[config.mk]
export PLATFORM = sky130hd
export DESIGN_NAME = vend_credit_fsm_flat
export DESIGN_NICKNAME = d
export VERILOG_FILES = /design/src/rtl/vend_credit_fsm_if.sv /design/src/rtl/vend_credit_fsm.sv /design/src/flat_wrapper.sv
export SDC_FILE = /design/constraint.sdc
export NUM_CORES = 1
export LEC_CHECK = 0
export ABC_AREA = 0
export CORE_MARGIN = 2
export CORE_UTILIZATION = 54
export DETAILED_ROUTE_END_ITERATION = 10
export PLACE_DENSITY = 0.79
export RECOVER_POWER = 100
export SYNTH_ARGS = -nofsm -noshare
export SYNTH_HDL_FRONTEND = slang
export SYNTH_SLANG_ARGS = --single-unit
[constraint.sdc]
create_clock -name clk -period 4.1 [get_ports clk]
set_input_delay 0.615 -clock clk [delete_from_list [all_inputs] [get_ports clk]]
set_output_delay 0.615 -clock clk [all_outputs]
set_load 0.03 [all_outputs]
[src/rtl/vend_credit_fsm_if.sv]
// Coin-acceptor / actuator bundle for vend_credit_fsm.
// master: coin front end plus actuator side (drives coins, observes outputs).
// slave : the credit FSM itself.
interface vend_credit_fsm_if #(
  parameter int COIN_W   = 4,
  parameter int CREDIT_W = 6
) ();
  logic                coin_valid;
  logic [COIN_W-1:0]   coin_val;
  logic                cancel;
  logic                out;
  logic                rtrn;
  logic                rej;
  logic                busy;
  logic [CREDIT_W-1:0] credit;

  modport master (
    output coin_valid, coin_val, cancel,
    input  out, rtrn, rej, busy, credit
  );

  modport slave (
    input  coin_valid, coin_val, cancel,
    output out, rtrn, rej, busy, credit
  );
endinterface

[src/rtl/vend_credit_fsm.sv]
// Vending credit controller: accumulates valued coins against PRICE,
// dispenses, then pays change back as one rtrn pulse per unit.
// Supports cancel, inactivity timeout and rejection of overflowing or
// mistimed coins.
module vend_credit_fsm #(
  parameter int PRICE    = 15,
  parameter int CREDIT_W = 6,
  parameter int COIN_W   = 4,
  parameter int TIMEOUT  = 1000
) (
  input logic            clk,
  input logic            rst,
  vend_credit_fsm_if.slave bus
);

  localparam int SUM_W = ((CREDIT_W > COIN_W) ? CREDIT_W : COIN_W) + 1;
  localparam int TMO_W = (TIMEOUT > 1) ? $clog2(TIMEOUT + 1) : 1;

  localparam logic [SUM_W-1:0]    MAX_SUM   = SUM_W'((1 << CREDIT_W) - 1);
  localparam logic [SUM_W-1:0]    PRICE_S   = SUM_W'(PRICE);
  localparam logic [CREDIT_W-1:0] PRICE_C   = CREDIT_W'(PRICE);
  localparam logic [TMO_W-1:0]    TMO_LAST  = TMO_W'(TIMEOUT - 1);

  typedef enum logic [1:0] {
    S_IDLE,
    S_COLLECT,
    S_VEND,
    S_RETURN
  } state_t;

  state_t              state_q, state_d;
  logic [CREDIT_W-1:0] credit_q, credit_d;
  logic [TMO_W-1:0]    tmo_q, tmo_d;
  logic                rej_q, rej_d;

  logic [SUM_W-1:0]    sum;
  logic                coin_nz;
  logic                fits;
  logic                accept;
  logic                timed_out;
  logic [CREDIT_W-1:0] credit_now;

  // Overflow test is done one bit wider than the credit register.
  assign sum     = SUM_W'(credit_q) + SUM_W'(bus.coin_val);
  assign coin_nz = bus.coin_valid && (bus.coin_val != '0);
  assign fits    = (sum <= MAX_SUM);

  // State, credit, timeout counter and rej pulse registers.
  always_ff @(posedge clk or negedge rst) begin
    if (!rst) begin
      state_q  <= S_IDLE;
      credit_q <= '0;
      tmo_q    <= '0;
      rej_q    <= 1'b0;
    end else begin
      state_q  <= state_d;
      credit_q <= credit_d;
      tmo_q    <= tmo_d;
      rej_q    <= rej_d;
    end
  end

  // Next-state, next-credit and coin accept/reject decisions.
  always_comb begin
    state_d    = state_q;
    credit_d   = credit_q;
    tmo_d      = '0;
    rej_d      = 1'b0;
    accept     = 1'b0;
    timed_out  = 1'b0;
    credit_now = credit_q;

    case (state_q)
      S_IDLE, S_COLLECT: begin
        accept     = coin_nz && fits;
        rej_d      = coin_nz && !fits;
        credit_now = accept ? sum[CREDIT_W-1:0] : credit_q;
        timed_out  = (state_q == S_COLLECT) && !accept && (tmo_q == TMO_LAST);
        if (!accept && (state_q == S_COLLECT))
          tmo_d = tmo_q + TMO_W'(1);

        // Cancel (or timeout) wins over vend; with zero credit it is a no-op,
        // which covers cancel in IDLE without an accepted coin.
        if ((bus.cancel || timed_out) && (credit_now != '0)) begin
          state_d  = S_RETURN;
          credit_d = credit_now;
          tmo_d    = '0;
        end else if (accept && (sum >= PRICE_S)) begin
          state_d  = S_VEND;
          credit_d = sum[CREDIT_W-1:0] - PRICE_C;
          tmo_d    = '0;
        end else if (accept) begin
          state_d  = S_COLLECT;
          credit_d = sum[CREDIT_W-1:0];
        end
      end

      S_VEND: begin
        rej_d   = bus.coin_valid;
        state_d = (credit_q != '0) ? S_RETURN : S_IDLE;
      end

      S_RETURN: begin
        rej_d    = bus.coin_valid;
        credit_d = credit_q - CREDIT_W'(1);
        if (credit_q == CREDIT_W'(1))
          state_d = S_IDLE;
      end

      default: begin
        state_d  = S_IDLE;
        credit_d = '0;
      end
    endcase
  end

  assign bus.out    = (state_q == S_VEND);
  assign bus.rtrn   = (state_q == S_RETURN);
  assign bus.busy   = (state_q == S_VEND) || (state_q == S_RETURN);
  assign bus.rej    = rej_q;
  assign bus.credit = credit_q;

endmodule

[src/flat_wrapper.sv]
// flat-port wrapper written by rule: the top's interface ports become plain ports
module vend_credit_fsm_flat 
#(
  parameter int PRICE    = 15,
  parameter int CREDIT_W = 6,
  parameter int COIN_W   = 4,
  parameter int TIMEOUT  = 1000
)
  (clk, rst, bus_coin_valid, bus_coin_val, bus_cancel, bus_out, bus_rtrn, bus_rej, bus_busy, bus_credit);
  vend_credit_fsm_if #(.COIN_W(COIN_W), .CREDIT_W(CREDIT_W)) bus_i ();
  input logic clk;
  input logic rst;
  input wire logic [$bits(bus_i.coin_valid)-1:0] bus_coin_valid;
  input wire logic [$bits(bus_i.coin_val)-1:0] bus_coin_val;
  input wire logic [$bits(bus_i.cancel)-1:0] bus_cancel;
  output wire logic [$bits(bus_i.out)-1:0] bus_out;
  output wire logic [$bits(bus_i.rtrn)-1:0] bus_rtrn;
  output wire logic [$bits(bus_i.rej)-1:0] bus_rej;
  output wire logic [$bits(bus_i.busy)-1:0] bus_busy;
  output wire logic [$bits(bus_i.credit)-1:0] bus_credit;
  assign bus_i.coin_valid = bus_coin_valid;
  assign bus_i.coin_val = bus_coin_val;
  assign bus_i.cancel = bus_cancel;
  assign bus_out = bus_i.out;
  assign bus_rtrn = bus_i.rtrn;
  assign bus_rej = bus_i.rej;
  assign bus_busy = bus_i.busy;
  assign bus_credit = bus_i.credit;
  vend_credit_fsm #(.PRICE(PRICE), .CREDIT_W(CREDIT_W), .COIN_W(COIN_W), .TIMEOUT(TIMEOUT)) u_core (.clk(clk), .rst(rst), .bus(bus_i));
endmodule
==> run_results.csv, run 1 <==
group,metric,value,unit
outcome,status,"finished, final reports clean",
synth,synthesis.area,1560,um2
routing,vias,1430,
final_layout,fin_cells,224,
critical_path,arrival,4040,ps
global_routing,grt_overflow,0,
critical_path,crit_path_frequent_cell,"or3_1",
synth,avgSynthCellArea,8.74,um2
place,place_inst,220,
global_routing,grt_pass1_wl,6.42,mm
die,die-area,3330,um2
clock_network,cts.sinks,19,
global_routing,grt_pass1_vias,1389,
sta,whs,491,ps
clock_network,clk_path_buf_depth,2,
pwr,vdd_drop_max,0.000693,V
critical_path,crit_required,4310,ps
die,core_area,2760,um2
routing,via_per_inst,6.38,
final_layout,nNetsFinal,211,
clock_network,clkSlewWorstSetupHoldPaths,110,ps
routing,initialDrtViolationCount,65,
synth,synthXorXnorAreaFrac,9.49,%
final_layout,syn_to_final_growth,12.8,%
synth,synth_top_family_by_area,"simple AND/OR/NAND/NOR gates",
die,rows,19,
place,placed_area,1730,um2
routing,wl_per_cell,16.9,um
critical_path,critPathMaxFanout,11,
synth,synthMuxAreaShare,5.23,%
synth,seq_area_frac_synth,30.6,%
clock_network,clkLatencyLatePin,310,ps
routing,dr.pass1.iters,4,
synth,yosys_warnings,0,
place,gp_congestion,0.873,
routing,wirelength,3.78,mm
synth,synthAdderAreaFrac,7.72,%
clock_network,h-tree-depth,1,
synth,synth_cells,178,
die,die_y,57.7,um
sta,skew,2.69,ps
sta,setup_tns,0,ps
min_path,hold_path.class,"flop to flop",
pwr,leakage,0.712,nW
critical_path,cpPeakStageDelay,590,ps
synth,synth_seq_cells,19,
global_routing,antenna_found_initial,0,
critical_path,endpoint_kind,"flop",
critical_path,critPathKind,"primary input to flop",
global_routing,grt_start_max_net_pins,20,
clock_network,cts_buffers,3,
clock_network,cts_setup_buffers,0,
synth,synth_edf_count,0,
sta,rsz0062_at_grt,"no",
routing,drtAntennaViolNets,0,
synth,async_flop_share,100,%
sta,fmax,0.261,GHz
routing,drcViolationCount,0,
final_layout,final_util,63.6,%
synth,synth_compound_gate_area_share,20.8,%
routing,wl_met3,269,um
sta,maxSlewHeadroom,44.7,%
die,dieWidth,57.7,um
sta,period_minus_slack,3830,ps
sta,slew_violations,0,
die,ios,18,
final_layout,n_fill_cell,236,
critical_path,start_kind,"primary input",
clock_network,cts_tree,"done",
clock_network,hold_buffers,0,
synth,ys_types,56,
routing,drt-met1-wl,1.67,mm
die,floorplan.initialDensity,56.4,%
routing,dr_wl_met2,1.77,mm
pwr,p_per_area,726,nW/um2
clock_network,clockRootBuffer,"clkbuf_4",
synth,synth_flop_cell,"dfrtp_1",
sta,fin_crit_sh,93.5,%
final_layout,drive_above_1_share,7.25,%
final_layout,antenna-diode-count,0,
synth,synth-simple-area-share,22.5,%
final_layout,fin_area,1750,um2
clock_network,ctsResizeCount,0,
place,port_buffers,17,
critical_path,crit_slowest_cell,"or3_1",
synth,syn_nets,195,
routing,highest_layer,"met4",
sta,worst_slew_pin_slew,827,ps
global_routing,gr-usage-all-layers,24.9,%
critical_path,cp_cell_sequence,"clkdlybuf4s50_1 > ha_1 > fa_1 > xor2_2 > o2111ai_1 > o22a_1 > mux2i_1 > o21ai_1 > or3_1 > or3_1 > a32oi_1",
place,dp_hpwl,2.89,mm
sta,setup_violations,0,
flow_run,drv_cap,0,
sta,hold_violations,0,
## through the flow
stage / setup WS (ps) / power [mW]
after floorplan: 885 / 0.966
after global placement: 271 / 1.15
after detailed placement: 33.8 / 1.18
after CTS: 366 / 1.28
after global routing: 173 / 1.37
final: 267 / 1.27
## cells by family (layout without fill, tap and decap cells)
logic type / after synthesis / count (layout)
buffers and inverters: 13 / 28
multiplexers: 8 / 8
AO/OA/AOI/OAI: 42 / 42
AND/OR/NAND/NOR: 71 / 71
XOR/XNOR: 16 / 16
flip-flops: 19 / 19
adder cells (fa/ha/maj): 9 / 9
## cell usage in the layout (no fill, tap or decap), types with 6 or more instances in the layout
cell / instances
a21oi_1: 6
inv_1: 6
nand2_1: 15
dfrtp_1: 19
mux2i_1: 7
ha_1: 8
xor2_1: 6
nand3_1: 6
xnor2_1: 9
clkdlybuf4s50_1: 6
nor2_1: 25
dlygate4sd3_1: 11
nor3_1: 6
## cell type report
| type | count | area [um2] | share of cell area [%] |
|---|---|---|---|
| timing repair buffer | 17 | 170 | 9.70 |
| inverter | 7 | 26.3 | 1.50 |
| sequential | 19 | 475 | 27.1 |
| multi-input combinational | 146 | 1020 | 57.9 |
| clock buffer | 3 | 22.5 | 1.28 |
| tap | 31 | 38.8 | 2.21 |
| clock inverter | 1 | 5.00 | 0.285 |
## worst max-delay path: cells and delay by family
family	cells	cell delay, ps
buffers and inverters	1	440
multiplexers	1	190
AND/OR/NAND/NOR	2	960
XOR/XNOR	1	270
AO/OA/AOI/OAI	4	870
adder cells (fa/ha/maj)	2	690
## routing by layer
| metal | GRT usage (%) | vias up |
|---|---|---|
| met5 | 0 | - |
| met4 | 8.97 | 0 |
| met3 | 5.13 | 10 |
| met2 | 40.3 | 52 |
| met1 | 33.3 | 689 |
| li1 | - | 679 |
## path summary, 6_finish.rpt
path	start	cells after the start	to	slack [ps]
hold / removal	u_core.tmo_q[0]$_DFF_PN0_	1	u_core.tmo_q[0]$_DFF_PN0_	490
min in group asynchronous	rst	1	u_core.tmo_q[4]$_DFF_PN0_	840
setup reg to reg	u_core.bus.credit[0]$_DFFE_PN0P_	10	u_core.bus.credit[3]$_DFFE_PN0P_	450
setup / recovery	bus_coin_val[0]	11	u_core.bus.credit[3]$_DFFE_PN0P_	270
max in group asynchronous	rst	1	u_core.bus.rej$_DFF_PN0_	2760
hold reg to reg	u_core.tmo_q[0]$_DFF_PN0_	1	u_core.tmo_q[0]$_DFF_PN0_	490
## flip-flops by register name, summed over array words and instances, names as in the netlist
name / flops
u_core.state_q: 2
u_core.tmo_q: 10
u_core.bus.rej: 1
u_core.bus.credit: 6
## synthesized netlist by cell type, types with 6 or more instances
master   number  share of area (%)
nor3_1        6                1.9
nand3_1       6                1.9
nor2_1       25                6.0
mux2i_1       7                4.5
ha_1          8                6.4
xor2_1        6                3.4
nand2_1      15                3.6
a21oi_1       6                1.9
dfrtp_1      19                 31
xnor2_1       9                5.1
inv_1         6                1.4
## power by group
part	switching (mW)	internal (mW)	total [mW]	leakage (nW)
Combinational	0.514	0.345	0.859	0.456
Clock	0.0599	0.0365	0.0964	0.0177
Sequential	0.0929	0.224	0.317	0.239
(Power assumes the default switching activity.)
==> run 2: changes to the inputs <==
--- a/config.mk
+++ b/config.mk
@@ -8,6 +8,7 @@
 export ABC_AREA = 0
 export CORE_MARGIN = 2
 export CORE_UTILIZATION = 54
+export CTS_BUF_LIST = sky130_fd_sc_hd__clkbuf_4
 export DETAILED_ROUTE_END_ITERATION = 10
 export PLACE_DENSITY = 0.79
 export RECOVER_POWER = 100
==> results of run 2 <==
The final DEF is identical to that of run 1; final timing and power are the same.
==> run 3: changes to the inputs <==
--- a/config.mk
+++ b/config.mk
@@ -12,6 +12,7 @@
 export DETAILED_ROUTE_END_ITERATION = 10
 export PLACE_DENSITY = 0.79
 export RECOVER_POWER = 100
+export SKIP_CTS_REPAIR_TIMING = 1
 export SYNTH_ARGS = -nofsm -noshare
 export SYNTH_HDL_FRONTEND = slang
 export SYNTH_SLANG_ARGS = --single-unit
==> results of run 3 <==
The final DEF is identical to that of run 1; final timing and power are the same.
